==> src/rtl/pixel_upscaler_2x.sv <==
// pixel_upscaler_2x
// Reads a SRC_W x SRC_H 8-bit source image from a ROM in raster order and
// writes every source pixel as a 2x2 block into a destination RAM that is
// twice as wide and twice as tall.
//
// ROM timing assumed: ROM_DATA may be sampled on the second rising edge after
// ROM_ADDR changes (one registered read stage in the ROM).
//
// Build option: define UPSCALE_PREFETCH_EN to overlap the next source fetch
// with the last two writes of the current pixel (4 cycles/pixel instead of 6).
// The write sequence (addresses, data, order) is identical in both builds.
module pixel_upscaler_2x #(
  parameter int SRC_W = 160,
  parameter int SRC_H = 120
) (
  input  logic        CLK,
  input  logic        RESET,
  input  logic        START,
  output logic [14:0] ROM_ADDR,
  input  logic [7:0]  ROM_DATA,
  output logic [16:0] RAM_ADDR,
  output logic [7:0]  RAM_DATA,
  output logic        RAM_WREN,
  output logic        BUSY,
  output logic        DONE
);

  localparam int SXW = (SRC_W > 1) ? $clog2(SRC_W) : 1;
  localparam int SYW = (SRC_H > 1) ? $clog2(SRC_H) : 1;

  localparam logic [SXW-1:0] SX_LAST  = SXW'(SRC_W - 1);
  localparam logic [SYW-1:0] SY_LAST  = SYW'(SRC_H - 1);
  // One destination row, and the base jump from the last pixel of a source
  // row to the first pixel of the next one (skip the odd destination row).
  localparam logic [16:0]    ROW2     = 17'(2 * SRC_W);
  localparam logic [16:0]    ROW_STEP = 17'(2 * SRC_W + 2);

  typedef enum logic [2:0] {
    S_IDLE,
    S_FETCH,
    S_WAIT,
    S_WR0,
    S_WR1,
    S_WR2,
    S_WR3,
    S_FIN
  } state_t;

  state_t          state_q;
  logic [14:0]     rom_addr_q;
  logic [16:0]     ram_addr_q;
  logic [7:0]      ram_data_q;
  logic            ram_wren_q;
  logic            busy_q;
  logic            done_q;
  // Current source coordinates and the destination address of its top-left copy.
  logic [SXW-1:0]  sx_q;
  logic [SYW-1:0]  sy_q;
  logic [16:0]     base_q;

  logic            last_px_d;
  logic            row_end_d;
  logic [16:0]     base_d;
  logic [SXW-1:0]  sx_d;
  logic [SYW-1:0]  sy_d;
  logic [14:0]     rom_next_d;

  // Next-pixel bookkeeping: coordinates, destination base and ROM address.
  always_comb begin
    row_end_d  = (sx_q == SX_LAST);
    last_px_d  = row_end_d && (sy_q == SY_LAST);
    base_d     = row_end_d ? (base_q + ROW_STEP) : (base_q + 17'd2);
    sx_d       = row_end_d ? '0 : (sx_q + SXW'(1));
    sy_d       = row_end_d ? (sy_q + SYW'(1)) : sy_q;
    rom_next_d = rom_addr_q + 15'd1;
  end

  // Sequencer: state, counters and all registered outputs.
  always_ff @(posedge CLK) begin
    if (RESET) begin
      state_q    <= S_IDLE;
      rom_addr_q <= '0;
      ram_addr_q <= '0;
      ram_data_q <= '0;
      ram_wren_q <= 1'b0;
      busy_q     <= 1'b0;
      done_q     <= 1'b0;
      sx_q       <= '0;
      sy_q       <= '0;
      base_q     <= '0;
    end else begin
      done_q <= 1'b0;
      case (state_q)
        S_IDLE: begin
          if (START) begin
            state_q    <= S_FETCH;
            busy_q     <= 1'b1;
            rom_addr_q <= '0;
            sx_q       <= '0;
            sy_q       <= '0;
            base_q     <= '0;
          end
        end
        S_FETCH: state_q <= S_WAIT;
        S_WAIT: begin
          state_q    <= S_WR0;
          ram_data_q <= ROM_DATA;
          ram_addr_q <= base_q;
          ram_wren_q <= 1'b1;
        end
        S_WR0: begin
          state_q    <= S_WR1;
          ram_addr_q <= base_q + 17'd1;
        end
        S_WR1: begin
          state_q    <= S_WR2;
          ram_addr_q <= base_q + ROW2;
`ifdef UPSCALE_PREFETCH_EN
          // Launch the next read now so its data is ready on entry to WR0.
          if (!last_px_d) begin
            rom_addr_q <= rom_next_d;
          end
`endif
        end
        S_WR2: begin
          state_q    <= S_WR3;
          ram_addr_q <= base_q + ROW2 + 17'd1;
        end
        S_WR3: begin
          if (last_px_d) begin
            state_q    <= S_FIN;
            ram_wren_q <= 1'b0;
            done_q     <= 1'b1;
          end else begin
            sx_q   <= sx_d;
            sy_q   <= sy_d;
            base_q <= base_d;
`ifdef UPSCALE_PREFETCH_EN
            state_q    <= S_WR0;
            ram_data_q <= ROM_DATA;
            ram_addr_q <= base_d;
`else
            state_q    <= S_FETCH;
            ram_wren_q <= 1'b0;
            rom_addr_q <= rom_next_d;
`endif
          end
        end
        S_FIN: begin
          state_q <= S_IDLE;
          busy_q  <= 1'b0;
        end
        default: begin
          state_q    <= S_IDLE;
          ram_wren_q <= 1'b0;
          busy_q     <= 1'b0;
        end
      endcase
    end
  end

  assign ROM_ADDR = rom_addr_q;
  assign RAM_ADDR = ram_addr_q;
  assign RAM_DATA = ram_data_q;
  assign RAM_WREN = ram_wren_q;
  assign BUSY     = busy_q;
  assign DONE     = done_q;

endmodule

==> config.mk <==
export PLATFORM = sky130hd
export DESIGN_NAME = pixel_upscaler_2x
export DESIGN_NICKNAME = d
export VERILOG_FILES = /design/src/rtl/pixel_upscaler_2x.sv
export SDC_FILE = /design/constraint.sdc
export NUM_CORES = 1
export LEC_CHECK = 0
export ABC_AREA = 1
export ABC_CLOCK_PERIOD_IN_PS = 4100
export CELL_PAD_IN_SITES_DETAIL_PLACEMENT = 0
export CELL_PAD_IN_SITES_GLOBAL_PLACEMENT = 2
export CORE_MARGIN = 2
export CORE_UTILIZATION = 32
export CTS_CLUSTER_DIAMETER = 30
export CTS_CLUSTER_SIZE = 16
export DETAILED_ROUTE_END_ITERATION = 8
export PLACE_DENSITY = 0.94
export SLEW_MARGIN = 10
export SYNTH_ARGS = -nofsm -noshare
export SYNTH_HDL_FRONTEND = slang
export SYNTH_SLANG_ARGS = --single-unit
==> constraint.sdc <==
create_clock -name CLK -period 4.1 [get_ports CLK]
set_clock_uncertainty 0.1 [all_clocks]
set_input_delay 0.615 -clock CLK [delete_from_list [all_inputs] [get_ports CLK]]
set_output_delay 0.615 -clock CLK [all_outputs]
set_load 0.01 [all_outputs]
==> metrics.yaml, run 1 <==
drt:
  drc: 0
  drt_first_iter_violations: 216
  routed-via-count: 3879
  wire_per_inst_um: 13.2
  first_pass_iters: 5
  antenna_violating_nets_post_route: 0
  totalWireLength_um: 10400
  via_per_instance_ratio: 4.93
synthesis:
  synth_seq_area_share_pct: 39.2
  synth.avg_cell_area_sq_um: 6.72
  synthesis.area_sq_mm: 0.00394
  synth-seq-cells: 77
  synthesis.yosys.warnings: 0
  syn_inst: 586
  synth_ff_type: "sky130_fd_sc_hd__dfxtp_1"
  synth_area_leader_cell: "sky130_fd_sc_hd__dfxtp_1"
  asyncSetResetFlopFracSynth_pct: 0
  synthDominantCellAreaShare_pct: 39.2
  synthesis.nets: 604
  synth_enable_flop_cells: 0
  netlist-cell-type-count: 35
  ys_top_cells_by_area: "sky130_fd_sc_hd__dfxtp_1 39%, sky130_fd_sc_hd__nand2_1 12%, sky130_fd_sc_hd__nor2_1 10%"
timing:
  final-hold-violation-count: 0
  rsz0062_at_grt: "false"
  setup_viol: 0
  drv_slew: 0
  slew-limit-headroom_pct: 52.7
  min_period_ns: 2.59
  finalHoldWorstSlack_ns: 0.369
  tightestPinTransition_ns: 0.708
  totalNegativeSetupSlack_ns: 0
  fmax_mhz: 386
  post-route-period-util_pct: 63.2
pwr:
  clock_power_share_pct: 46.5
  power.switching_uw: 528
  cell_internal_power_mw: 1.53
  p_leak_nw: 1.92
  pwr-share-comb_pct: 13.9
  power.share.sequential_pct: 39.6
  power_density_mw_per_mm2: 417
  power.switching_fraction_pct: 25.7
  vdd_drop_max_uv: 181
min_path:
  min_path_type: "register to register"
  worstHoldPathCells: 2
  timing.hold.worst.start: "RAM_ADDR[2]"
  worstHoldEndpoint: "RAM_ADDR[2]"
finish:
  design.final.nets: 653
  share_of_post_route_cells_with_drive_strength_above_1_pct: 5.31
  area_delta_synth_final_pct: 25.3
  fillCellCount: 1286
  antenna-diode-count: 0
  layout.cells.non_filler: 787
  final_core_utilization_pct: 41.1
clock_tree:
  post_cts.resized_instances: 0
  tritoncts_num_sinks: 77
  cts_root_buf: "sky130_fd_sc_hd__clkbuf_16"
  tritoncts_clock_tree: "yes"
  clkSlewWorstSetupHoldPaths_ns: 0.06
  clock_insertion_delay_worst_skew_ns: 0.35
  cts_inserted_buffers: 9
  cts.htree.levels: 3
  clock_path_buffers: 2
  cts_setup_buffers: 0
  post_cts_hold_buffer_count: 0
floorplan:
  num_io_pins: 54
  num_rows: 40
  coreArea_sq_mm: 0.0120
  fp.dieW_um: 115
  initial_core_util_pct: 32.8
  design.die.area_sq_mm: 0.0132
  fp.dieH_um: 115
setup_path:
  worst_endpoint_required_time_ns: 4.28
  timing.critical_path.to_type: "register"
  ff2ff_setup_slack_ns: 1.51
  worst_r2r_endpoint: "base_q[10]"
  critical_path.reg2reg.startpoint: "state_q[1]"
  startpoint: "state_q[1]"
  crit_path_start_kind: "register"
  worstSetupPathType: "register to register"
  critical_path_arrival_ns: 2.77
  r2r.worst_path.cells: 12
  cp_max_fo: 43
place:
  place.detailed.hpwl_um: 7380
  post-place-cells: 771
  portBuffers: 53
  rd_place_congestion: 0.859
global_route:
  grt-ovfl-total: 0
  grt_antenna_before_repair: 0
  grt_pass1_vias: 3828
  grtUsageTotal_pct: 17.0
  grt_pass1_wl_um: 17800
  grt_max_degree: 44
job:
  cap_viol_max_count: 0
status:
  run_status: "complete, no violations"
-- worst max-delay path by stage --
stage,depth (start not counted),endpoint,slack [ns]
2_1_floorplan,14,base_q[12],2.01
4_1_cts,12,base_q[10],1.49
3_5_place_dp,8,base_q[10],1.35
6_report,12,base_q[10],1.51
5_1_grt,12,base_q[10],1.15
3_3_place_gp,8,base_q[11],1.37
-- logic make-up (layout without fill, tap and decap cells) --
kind of cell	count (synthesis)	count (layout)	share of synthesized area (%)
fa+ha+maj	7	7	2.23
buf+inv	84	138	8.84
simple gates	309	309	33.5
xor+xnor	13	13	2.89
flops	77	77	39.2
compound gates	96	96	13.4
-- power groups by stage --
stage / clock network (mW) / logic (mW) / registers, mW
after floorplan: 0 / 0.174 / 0.840
after global placement: 0 / 0.286 / 0.830
after detailed placement: 0 / 0.289 / 0.831
after CTS: 0.976 / 0.290 / 0.815
after global routing: 1.00 / 0.324 / 0.819
final: 0.956 / 0.285 / 0.814
-- metal layers --
| metal | part of all wire [%] | track usage [%] | routed length [um] | vias to the layer above |
|---|---|---|---|---|
| met5 | 0 | 0 | 0 | - |
| met4 | 2.3 | 8.43 | 243 | 0 |
| met3 | 4.0 | 3.00 | 416 | 14 |
| met2 | 46 | 28.4 | 4820 | 86 |
| met1 | 47 | 21.3 | 4930 | 1790 |
| li1 | - | - | - | 1989 |
-- cells in the mapped netlist (2+ instances only) --
| cell | number |
|---|---|
| sky130_fd_sc_hd__nand2_1 | 130 |
| sky130_fd_sc_hd__nor2_1 | 105 |
| sky130_fd_sc_hd__dfxtp_1 | 77 |
| sky130_fd_sc_hd__inv_1 | 59 |
| sky130_fd_sc_hd__a21oi_1 | 41 |
| sky130_fd_sc_hd__nand3_1 | 41 |
| sky130_fd_sc_hd__o21ai_0 | 31 |
| sky130_fd_sc_hd__nor3_1 | 12 |
| sky130_fd_sc_hd__xor2_1 | 12 |
| sky130_fd_sc_hd__clkbuf_1 | 9 |
| sky130_fd_sc_hd__ha_1 | 7 |
| sky130_fd_sc_hd__nand4_1 | 7 |
| sky130_fd_sc_hd__o21bai_1 | 7 |
| sky130_fd_sc_hd__inv_2 | 6 |
| sky130_fd_sc_hd__o21ai_1 | 5 |
| sky130_fd_sc_hd__a211oi_1 | 4 |
| sky130_fd_sc_hd__buf_4 | 4 |
| sky130_fd_sc_hd__nor3b_1 | 4 |
| sky130_fd_sc_hd__o211ai_1 | 4 |
| sky130_fd_sc_hd__a31oi_1 | 2 |
| sky130_fd_sc_hd__buf_2 | 2 |
| sky130_fd_sc_hd__buf_6 | 2 |
| sky130_fd_sc_hd__nor2_2 | 2 |
| sky130_fd_sc_hd__or2_2 | 2 |
-- layout by cell type (no fill, tap or decap), drive strengths merged, types with 4 or more instances in the layout --
cell           instances
a211oi                 4
a21oi                 41
clkbuf                11
clkdlybuf4s50         53
dfxtp                 77
ha                     7
inv                   65
nand2                131
nand3                 43
nand4                  7
nor2                 109
nor3                  12
nor3b                  4
o211ai                 4
o21ai                 36
o21bai                 7
xor2                  12
-- critical path: stages (launching register included) --
cell                      delay [ns]
sky130_fd_sc_hd__dfxtp_1        0.44
sky130_fd_sc_hd__inv_2          0.14
sky130_fd_sc_hd__nor2_4         0.11
sky130_fd_sc_hd__inv_2          0.07
sky130_fd_sc_hd__nor2_8         0.15
sky130_fd_sc_hd__inv_2          0.16
sky130_fd_sc_hd__nand2_2        0.11
sky130_fd_sc_hd__nand3_4        0.40
sky130_fd_sc_hd__inv_2          0.48
sky130_fd_sc_hd__nand2_1        0.12
sky130_fd_sc_hd__nand2_1        0.08
sky130_fd_sc_hd__nand2_1        0.04
sky130_fd_sc_hd__nor2_1         0.10
-- cell type report --
cell class | count | area, sq um | share of cell area (%)
well taps | 147 | 184 | 3.73
flip-flops and latches | 77 | 1540 | 31.3
repair buffers | 56 | 553 | 11.2
clock buffers | 11 | 253 | 5.13
inverters | 66 | 248 | 5.02
clock inverters | 5 | 106 | 2.16
multi-input cells | 425 | 2050 | 41.5
-- through the flow --
stage | cell area (sq um) | setup WS (ns) | total power, mW
floorplan | 3940 | 2.01 | 1.01
CTS | 4930 | 1.49 | 2.08
global route | 4930 | 1.15 | 2.15
global placement | 4570 | 1.37 | 1.12
detailed placement | 4570 | 1.35 | 1.12
finish | 4930 | 1.51 | 2.06
-- registers in the layout (all words and copies together), names as in the netlist --
| signal | flops |
|---|---|
| RAM_DATA | 8 |
| ROM_ADDR | 15 |
| DONE | 1 |
| sy_q | 7 |
| BUSY | 1 |
| sx_q | 8 |
| RAM_WREN | 1 |
| base_q | 16 |
| state_q | 3 |
| RAM_ADDR | 17 |
No activity file was read; power rests on OpenSTA's default activity.
==> run 2: changes to the inputs <==
ABC_CLOCK_PERIOD_IN_PS = 2600   (was 4100)
CORE_UTILIZATION = 30   (was 32)
PLACE_DENSITY = 0.89   (was 0.94)
clock period = 2.6 ns   (was 4.1 ns; I/O delays follow)
==> run 2 against run 1 <==
Effect of this change:
- via count is 1.9% lower
- wire length rose by 0.30%
- critical path depth up 5
- sequential share of layout area is 0.29 points lower
- final cell count is 4.4% higher
- core utilization is 1.9 points lower
- final area up 0.94%
- highest routed layer unchanged
- fmax increased by 15%
- sequential cell count did not move
- worst hold slack better by 0.0058 ns
==> metrics.yaml, run 2 (synthesis gave the netlist of run 1 again) <==
timing:
  setup_viol: 0  # unchanged
  fmax_mhz: 445  # +15%
  drv_slew: 0  # unchanged
  tightestPinTransition_ns: 0.504  # -0.204 ns
  final-hold-violation-count: 0  # unchanged
  totalNegativeSetupSlack_ns: 0  # unchanged
  min_period_ns: 2.25  # -0.344 ns
  rsz0062_at_grt: "false"
  finalHoldWorstSlack_ns: 0.375  # +0.00578 ns
  slew-limit-headroom_pct: 66.1  # +13 points
  post-route-period-util_pct: 86.4  # +23 points
setup_path:
  worstPathCellList: "ha_1, nand2_1, inv_1, nand2_1, nor2_4, ha_1, nand2_1, nor2_1, nand2_1, nand2_1, nand2_1, nand2_1, nand3_1, nor2_1, nand2_1, nand2_1, nor2_1"
  cell_type_with_the_highest_occurrence_count_on_the_critical_path: "sky130_fd_sc_hd__nand2_1"
  crit_path_start_kind: "register"
  cp_max_fo: 4  # -91%
  r2r.worst_path.cells: 17  # +5
  worst_endpoint_required_time_ns: 2.74  # -1.54 ns
  timing.critical_path.slowest_cell_delay_ns: 0.34  # -0.14 ns
  critical_path.slowest_cell: "sky130_fd_sc_hd__dfxtp_1"
  worstSetupPathType: "register to register"
  critical_path_arrival_ns: 2.38  # -0.39 ns
  timing.critical_path.to_type: "register"
pwr:
  power.switching_uw: 821  # +55%
  power.switching_fraction_pct: 27.1  # +1.4 points
  power_density_mw_per_mm2: 608  # +46%
  pwr-share-comb_pct: 15.9  # +2.0 points
  vdd_drop_max_uv: 239  # +32%
  p_leak_nw: 1.94  # +1.1%
  post-layout-total-power_mw: 3.03  # +47%
  clock_power_share_pct: 41.8  # -4.7 points
  cell_internal_power_mw: 2.21  # +45%
  power.share.sequential_pct: 42.3  # +2.7 points
floorplan:
  fp.dieH_um: 119  # +3.2%
  design.die.area_sq_mm: 0.0140  # +6.4%
  fp.dieW_um: 119  # +3.2%
  coreArea_sq_mm: 0.0127  # +5.9%
  num_rows: 41  # +2.5%
  initial_core_util_pct: 30.9  # -1.8 points
  num_io_pins: 54  # unchanged
drt:
  antenna_violating_nets_post_route: 0  # unchanged
  routed-via-count: 3806  # -1.9%
  drt_first_iter_violations: 148  # -31%
  wire_per_inst_um: 12.7  # -4.0%
  first_pass_iters: 4  # -1
  drc: 0  # unchanged
  via_per_instance_ratio: 4.63  # -6.1%
  totalWireLength_um: 10400  # +0.30%
place:
  portBuffers: 53  # unchanged
  rd_place_congestion: 0.855  # -0.42%
  place.detailed.hpwl_um: 7570  # +2.6%
finish:
  antenna-diode-count: 0  # unchanged
  leading_cell_type_in_the_layout_fill_and_taps_excluded: "sky130_fd_sc_hd__nand2_1"
  final_core_utilization_pct: 39.1  # -1.9 points
  area_delta_synth_final_pct: 26.5
  design.final.nets: 663  # +1.5%
  largest_reg_flops: 17  # unchanged
  most-common-layout-cells: "130 x sky130_fd_sc_hd__nand2_1, 105 x sky130_fd_sc_hd__nor2_1, 77 x sky130_fd_sc_hd__dfxtp_1"
  share_of_post_route_cells_with_drive_strength_above_1_pct: 6.46  # +1.1 points
clock_tree:
  tritoncts_clock_tree: "yes"
  cts_root_buf: "sky130_fd_sc_hd__clkbuf_16"
  cts.htree.levels: 3  # unchanged
  post_cts_hold_buffer_count: 0  # unchanged
  post_cts.resized_instances: 0  # unchanged
  cts_inserted_buffers: 9  # unchanged
  clock_insertion_delay_worst_skew_ns: 0.34  # about the same
  tritoncts_num_sinks: 77  # unchanged
  clock_path_buffers: 2  # unchanged
  clkSlewWorstSetupHoldPaths_ns: 0.06  # about the same
  cts_setup_buffers: 0  # unchanged
global_route:
  grt-ovfl-total: 0  # unchanged
  grt_pass1_vias: 3565  # -6.9%
  grt_antenna_before_repair: 0  # unchanged
  grt_max_degree: 29  # -34%
  grtUsageTotal_pct: 15.4  # -1.6 points
  grt_pass1_wl_um: 17400  # -2.2%
status:
  run_status: "complete, no violations"
min_path:
  min_path_type: "register to register"
  worstHoldPathCells: 2  # unchanged
job:
  cap_viol_max_count: 0  # unchanged
run 2: changes by cell type in the layout (fill, tap and decap cells not counted):
cell	before	now
sky130_fd_sc_hd__buf_4	3	13
sky130_fd_sc_hd__bufinv_16	3	1
sky130_fd_sc_hd__clkbuf_1	0	2
sky130_fd_sc_hd__clkbuf_8	2	1
sky130_fd_sc_hd__clkinv_2	0	2
sky130_fd_sc_hd__clkinv_4	1	0
sky130_fd_sc_hd__nor2_2	2	1
sky130_fd_sc_hd__nor2_4	1	2
run 2: cell type report:
cell class / instances / area, sq um
multi-input cells: 425 / 2050
inverters: 66 / 248
clock buffers: 12 / 246
fillers: 1418 / 7740
clock inverters: 4 / 47.5
flip-flops and latches: 77 / 1540
well taps: 172 / 215
repair buffers: 66 / 628
run 2: path summary, 6_finish.rpt:
path	slack (ns)	endpoint	start
worst min register to register	0.37	RAM_ADDR[6]	RAM_ADDR[6]
worst max-delay path	0.35	base_q[16]	sx_q[0]
worst min-delay path	0.37	RAM_ADDR[6]	RAM_ADDR[6]
worst max register to register	0.35	base_q[16]	sx_q[0]
run 2: power groups by stage:
| stage | Clock, mW | Combinational, mW | Sequential [mW] |
|---|---|---|---|
| floorplan | 0 | 0.275 | 1.32 |
| global placement | 0 | 0.484 | 1.30 |
| detailed placement | 0 | 0.489 | 1.31 |
| CTS | 1.30 | 0.491 | 1.28 |
| global route | 1.35 | 0.536 | 1.29 |
| finish | 1.26 | 0.483 | 1.28 |
run 2: worst max-delay path, delay by kind of cell (launching register included):
| kind | cells | cell delay, ns |
|---|---|---|
| simple gates | 14 | 1.13 |
| fa+ha+maj | 2 | 0.53 |
| buf+inv | 1 | 0.05 |
| flops | 1 | 0.34 |
run 2: routing by layer:
layer  global-route usage [%]  vias to the layer above  share of wire, %
met5                        0                        -                 0
met2                     25.4                       48                46
met1                     20.1                     1736                49
li1                         -                     2011                 -
met4                     6.40                        0               1.7
met3                     2.36                       11               2.8
run 2: stage by stage:
stage | cell area [sq um] | worst slack (ns) | cells
finish | 4980 | 0.355 | 822
global route | 4980 | 0.0595 | 822
CTS | 4970 | 0.306 | 822
detailed placement | 4680 | 0.331 | 806
global placement | 4680 | 0.402 | 806
floorplan | 3940 | 0.507 | 586
